`src/rtl/gshare_branch_predictor.sv`:
```
// gshare_branch_predictor
// Direction predictor built from a register table of saturating counters.
// Fetch issues lookups; the branch-resolve stage writes outcomes back using
// the index returned with the prediction. MODE=1 hashes the lookup address
// with the global history register (gshare), MODE=0 uses the address alone.
// A same-cycle update to the entry being looked up is forwarded (write-first).
module gshare_branch_predictor #(
    parameter int INDEX_BITS = 5,
    parameter int CTR_BITS   = 2,
    parameter int GHR_BITS   = 5,
    parameter int MODE       = 1,
    parameter int STAT_BITS  = 16
) (
    input  logic                  clk,
    input  logic                  srst,
    input  logic                  lookup_en,
    input  logic [INDEX_BITS-1:0] lookup_addr,
    output logic                  pred_valid,
    output logic                  pred_taken,
    output logic [INDEX_BITS-1:0] pred_index,
    input  logic                  upd_en,
    input  logic [INDEX_BITS-1:0] upd_index,
    input  logic                  upd_taken,
    input  logic                  upd_pred,
    output logic [GHR_BITS-1:0]   ghr,
    output logic [STAT_BITS-1:0]  stat_lookups,
    output logic [STAT_BITS-1:0]  stat_mispredict
);

    localparam int ENTRIES = 2 ** INDEX_BITS;

    localparam logic [CTR_BITS-1:0]  CTR_MAX  = {CTR_BITS{1'b1}};
    localparam logic [CTR_BITS-1:0]  CTR_MIN  = {CTR_BITS{1'b0}};
    localparam logic [CTR_BITS-1:0]  CTR_ONE  = CTR_BITS'(1'b1);
    // All ones shifted right once is 2^(CTR_BITS-1)-1: weakly not-taken.
    localparam logic [CTR_BITS-1:0]  CTR_INIT = CTR_MAX >> 1'b1;
    localparam logic [STAT_BITS-1:0] STAT_MAX = {STAT_BITS{1'b1}};
    localparam logic [STAT_BITS-1:0] STAT_ONE = STAT_BITS'(1'b1);

    // Saturating up/down step of one direction counter.
    function automatic logic [CTR_BITS-1:0] ctr_step(
        input logic [CTR_BITS-1:0] ctr,
        input logic                taken
    );
        logic [CTR_BITS-1:0] res;
        if (taken) begin
            if (ctr == CTR_MAX) res = ctr;
            else                res = ctr + CTR_ONE;
        end else begin
            if (ctr == CTR_MIN) res = ctr;
            else                res = ctr - CTR_ONE;
        end
        return res;
    endfunction

    // Statistics counter increment that sticks at all-ones instead of wrapping.
    function automatic logic [STAT_BITS-1:0] stat_inc(
        input logic [STAT_BITS-1:0] cnt,
        input logic                 inc
    );
        logic [STAT_BITS-1:0] res;
        if (inc && (cnt != STAT_MAX)) res = cnt + STAT_ONE;
        else                          res = cnt;
        return res;
    endfunction

    logic [CTR_BITS-1:0]   table_r [ENTRIES];
    logic [GHR_BITS-1:0]   ghr_r;
    logic                  pred_valid_r;
    logic                  pred_taken_r;
    logic [INDEX_BITS-1:0] pred_index_r;
    logic [STAT_BITS-1:0]  stat_lookups_r;
    logic [STAT_BITS-1:0]  stat_mispredict_r;

    logic [INDEX_BITS-1:0] ghr_ext_s;
    logic [INDEX_BITS-1:0] lookup_idx_s;
    logic [CTR_BITS-1:0]   upd_ctr_s;
    logic [CTR_BITS-1:0]   lookup_ctr_s;
    logic [GHR_BITS-1:0]   ghr_next_s;
    logic                  mispredict_s;

    // Lookup index: raw address, or address hashed with the pre-update history.
    always_comb begin
        ghr_ext_s                 = {INDEX_BITS{1'b0}};
        ghr_ext_s[GHR_BITS-1:0]   = ghr_r;
        if (MODE != 32'd0) begin
            lookup_idx_s = lookup_addr ^ ghr_ext_s;
        end else begin
            lookup_idx_s = lookup_addr;
        end
    end

    // New counter value for the updated entry, forwarded to a matching lookup.
    always_comb begin
        upd_ctr_s = ctr_step(table_r[upd_index], upd_taken);
        if (upd_en && (upd_index == lookup_idx_s)) begin
            lookup_ctr_s = upd_ctr_s;
        end else begin
            lookup_ctr_s = table_r[lookup_idx_s];
        end
    end

    // Next history shifts the resolved outcome in at the LSB; works for GHR_BITS=1 too.
    always_comb begin
        ghr_next_s    = ghr_r << 1'b1;
        ghr_next_s[0] = upd_taken;
        mispredict_s  = upd_en && (upd_taken != upd_pred);
    end

    // Counter table: reset to weakly not-taken, otherwise write only the updated entry.
    always_ff @(posedge clk) begin
        if (srst) begin
            for (int i = 0; i < ENTRIES; i++) begin
                table_r[i] <= CTR_INIT;
            end
        end else if (upd_en) begin
            table_r[upd_index] <= upd_ctr_s;
        end else begin
            table_r[upd_index] <= table_r[upd_index];
        end
    end

    // Global history register, advanced on every resolved update.
    always_ff @(posedge clk) begin
        if (srst) begin
            ghr_r <= {GHR_BITS{1'b0}};
        end else if (upd_en) begin
            ghr_r <= ghr_next_s;
        end else begin
            ghr_r <= ghr_r;
        end
    end

    // Registered prediction; direction and index hold when no lookup is issued.
    always_ff @(posedge clk) begin
        if (srst) begin
            pred_valid_r <= 1'b0;
            pred_taken_r <= 1'b0;
            pred_index_r <= {INDEX_BITS{1'b0}};
        end else if (lookup_en) begin
            pred_valid_r <= 1'b1;
            pred_taken_r <= lookup_ctr_s[CTR_BITS-1];
            pred_index_r <= lookup_idx_s;
        end else begin
            pred_valid_r <= 1'b0;
            pred_taken_r <= pred_taken_r;
            pred_index_r <= pred_index_r;
        end
    end

    // Saturating lookup and mispredict statistics.
    always_ff @(posedge clk) begin
        if (srst) begin
            stat_lookups_r    <= {STAT_BITS{1'b0}};
            stat_mispredict_r <= {STAT_BITS{1'b0}};
        end else begin
            stat_lookups_r    <= stat_inc(stat_lookups_r, lookup_en);
            stat_mispredict_r <= stat_inc(stat_mispredict_r, mispredict_s);
        end
    end

    assign pred_valid      = pred_valid_r;
    assign pred_taken      = pred_taken_r;
    assign pred_index      = pred_index_r;
    assign ghr             = ghr_r;
    assign stat_lookups    = stat_lookups_r;
    assign stat_mispredict = stat_mispredict_r;

endmodule

```
`config.mk`:
```
export PLATFORM = sky130hd
export DESIGN_NAME = gshare_branch_predictor
export DESIGN_NICKNAME = d
export VERILOG_FILES = /design/src/rtl/gshare_branch_predictor.sv
export SDC_FILE = /design/constraint.sdc
export NUM_CORES = 1
export LEC_CHECK = 0
export CORE_MARGIN = 4
export CORE_UTILIZATION = 50
export DETAILED_ROUTE_END_ITERATION = 12
export DONT_BUFFER_PORTS = 1
export HOLD_SLACK_MARGIN = 0.1
export SYNTH_ARGS = -nofsm -noshare
export SYNTH_HDL_FRONTEND = slang
export SYNTH_SLANG_ARGS = --single-unit
```
`constraint.sdc`:
```
create_clock -name clk -period 3.7 [get_ports clk]
set_input_delay 0.185 -clock clk [delete_from_list [all_inputs] [get_ports clk]]
set_output_delay 0.185 -clock clk [all_outputs]
set_load 0.02 [all_outputs]
```
==> impl_metrics.env <==
export IMPL_status="finished, final reports clean"
export IMPL_synth_cells=506
export IMPL_synthFlopType="edfxtp_1"
export IMPL_wirelength_mm=12.55
export IMPL_min_period_ns=2.793
export IMPL_reg2regPathDepth=7
export IMPL_worstPathMaxFanout=22
export IMPL_rsz0062_at_grt="no"
export IMPL_syn_to_final_growth_pct=7.490
export IMPL_drive_above_1_share=0.1153
export IMPL_antenna_cells=0
export IMPL_reg2reg_from="table_r[21][0]"
export IMPL_fin_crit_sh=0.7550
export IMPL_track_usage=0.2036
export IMPL_drt_iter0_markers=281
export IMPL_placed_cell_area_sq_um=5710
export IMPL_maxCapViolCount=0
export IMPL_cts_tree="done"
export IMPL_stdcell_area_sq_um=6087
export IMPL_wire_per_inst_um=19.52
export IMPL_instances_no_fill=643
export IMPL_grt_pass1_vias=3847
export IMPL_clk_latency_ns=0.35
export IMPL_nets=516
export IMPL_antenna_found_initial=0
export IMPL_worstSetupStartpointType="flip-flop"
export IMPL_yosys_register_bits=110
export IMPL_dieWidth_um=114.4
export IMPL_ys_async_sr_fraction=0
export IMPL_drc=0
export IMPL_max_freq_ghz=0.3580
export IMPL_ctsResizeCount=0
export IMPL_fillers=973
export IMPL_die_h_um=114.4
export IMPL_dpl_cell_count=620
export IMPL_dp_final_hpwl_mm=8.367
export IMPL_routabilityCongestion=0.7698
export IMPL_pwr_density_cell_nw_per_um2=421.3
export IMPL_cts_setup_buffers=0
export IMPL_cts_root_buffer="clkbuf_16"
export IMPL_cts_buffer_depth=2
export IMPL_rows=38
export IMPL_setup_viol=0
export IMPL_port_buffers=0
export IMPL_setup_tns_ns=0
export IMPL_ant_nets=0
export IMPL_crit_required_ns=3.78
export IMPL_clk_pin_slew_ns=0.07
export IMPL_cp_data_arrival_time_ns=2.88
export IMPL_ys_seq_area_frac=0.5038
export IMPL_regToRegSetupSlack_ns=0.91
export IMPL_irDropWorstVdd_v=0.0002305
export IMPL_cts_hold_fix_buffers=7
export IMPL_synth_area_sq_um=5663
export IMPL_worst_pin_slew_ns=1.229
export IMPL_crit_path_end="table_r[21][1]"
export IMPL_r2r_end="table_r[21][1]"
export IMPL_finish_utilization=0.5542
export IMPL_leakagePower_nw=2.034
export IMPL_maxSlewViolCount=0
export IMPL_endpoint_kind="flip-flop"
export IMPL_viasPerCell=5.947
export IMPL_path_class="flip-flop to flip-flop"
export IMPL_slew_headroom=0.1790
export IMPL_die_area_sq_um=13090
export IMPL_firstDrtPassIters=4
export IMPL_grt_ovfl_total=0
export IMPL_coreArea_sq_um=10980
export IMPL_hold_class="input pin to flip-flop"
export IMPL_initial_utilization=0.5156
export IMPL_cp_startpoint="table_r[21][0]"
export IMPL_synth_warnings=0
export IMPL_grt_pass1_wl_mm=20.43
export IMPL_worst_clock_skew_ns=0.009618
export IMPL_vias=3824
export IMPL_htree_levels=3
export IMPL_yosysUniqueCellTypes=50
export IMPL_hold_viol_final=0
export IMPL_clock_sinks=110
export IMPL_numCtsBuffers=9
export IMPL_ios=60
export IMPL_synth_edf_count=65
export IMPL_post_synth_cell_area_avg_sq_um=11.19
export IMPL_grt_max_degree=77
export IMPL_synth_fp_nets=524
## stage by stage
step	hold slack, ns	power [mW]	worst slack [ns]
after floorplan	0.2975	1.602	1.176
after global placement	0.2679	1.625	1.007
after detailed placement	0.2699	1.631	0.9242
after CTS	0.1072	2.592	0.9187
after global routing	0.1046	2.670	0.7297
final	0.1069	2.564	0.9066
## critical path, stage by stage, from the launching register on
cell and delay, ns:
edfxtp_1 0.37, mux4_1 0.56, a22oi_1 0.28, nand4_2 0.24
a21boi_0 0.25, a211o_1 0.37, buf_4 0.36, nor3_1 0.09
## synthesized netlist by cell type (3+ instances only)
master / number / share of area
a211oi_1: 4 / 0.0053
a22oi_1: 8 / 0.011
and3_1: 14 / 0.015
and3b_1: 4 / 0.0062
buf_2: 3 / 0.0027
buf_4: 3 / 0.0040
buf_6: 4 / 0.0080
clkbuf_1: 19 / 0.013
dfxtp_1: 45 / 0.16
edfxtp_1: 65 / 0.34
mux2i_1: 11 / 0.019
mux4_1: 15 / 0.070
mux4_2: 10 / 0.040
nand2_1: 43 / 0.029
nand2b_1: 19 / 0.021
nand3_1: 31 / 0.027
nand3b_1: 5 / 0.0066
nand4_1: 10 / 0.011
nor2_1: 79 / 0.052
nor3_1: 21 / 0.019
nor3b_2: 3 / 0.0066
or2_2: 16 / 0.018
xnor2_1: 15 / 0.023
xor2_1: 25 / 0.039
## cell families after synthesis
family	after synthesis	share of synthesized area
mux	38	0.1328
fa+ha+maj	3	0.006186
buf+inv	33	0.03270
xor+xnor	40	0.06187
flops	110	0.5038
simple gates	258	0.2300
compound gates	24	0.03270
## layout make-up
class,count,area (sq um),area share
Multi-Input combinational cell,363,2625,0.4312
Sequential cell,110,2853,0.4687
Inverter,2,7.507,0.001233
Tap cell,140,175.2,0.02878
Clock inverter,4,28.78,0.004728
Clock buffer,12,260.3,0.04275
Timing Repair Buffer,12,137.6,0.02261
## sequential cells by signal, summed over array words and instances (netlist names), named ones only
signal and cells:
ghr 5, pred_index 5, stat_lookups 16, table_r 64
pred_valid 1, stat_mispredict 16
## worst min-delay path by stage
stage	start	endpoint	depth (start not counted)
detailed placement	srst	stat_mispredict[1]	1
floorplan	lookup_en	flip-flop	0
CTS	upd_taken	flip-flop	1
global placement	srst	stat_mispredict[1]	1
global route	srst	table_r[7][1]	1
finish	upd_taken	flip-flop	1
## layout by cell type (no fill, tap or decap), types with 2 or more instances in the layout
| cell type | instances |
|---|---|
| a22oi_1 | 8 |
| and4_1 | 2 |
| or2_2 | 16 |
| nor2_1 | 79 |
| mux2i_1 | 11 |
| and2_1 | 2 |
| ha_1 | 2 |
| or3_1 | 2 |
| xnor2_1 | 15 |
| buf_4 | 4 |
| nand3b_1 | 5 |
| nand2b_1 | 19 |
| and3b_1 | 4 |
| inv_1 | 2 |
| nand4_1 | 10 |
| mux2_2 | 2 |
| and3_1 | 14 |
| nand2_1 | 43 |
| mux4_2 | 10 |
| nand3_1 | 31 |
| clkbuf_16 | 9 |
| clkbuf_8 | 2 |
| mux4_1 | 15 |
| edfxtp_1 | 65 |
| a211oi_1 | 4 |
| dlygate4sd3_1 | 6 |
| xor2_1 | 25 |
| nor3_1 | 21 |
| a31oi_1 | 2 |
| dfxtp_1 | 45 |
| nor3b_2 | 3 |
| o21ai_0 | 2 |
## power breakdown
part / total [mW] / internal (mW) / switching, mW / leakage [nW]
clock network: 0.937 / 0.504 / 0.432 / 0.147
registers: 1.36 / 1.32 / 0.0330 / 0.938
logic: 0.270 / 0.114 / 0.156 / 0.949
total: 2.56 / 1.94 / 0.622 / 2.03
## layer usage
| layer | up-vias | routed length, um | track usage |
|---|---|---|---|
| li1 | 1833 | - | - |
| met1 | 1864 | 5319 | 0.2640 |
| met2 | 105 | 6107 | 0.3298 |
| met3 | 22 | 820 | 0.04334 |
| met4 | 0 | 303 | 0.08868 |
| met5 | - | 0 | 0 |
Power figures use the tool's default switching activity.
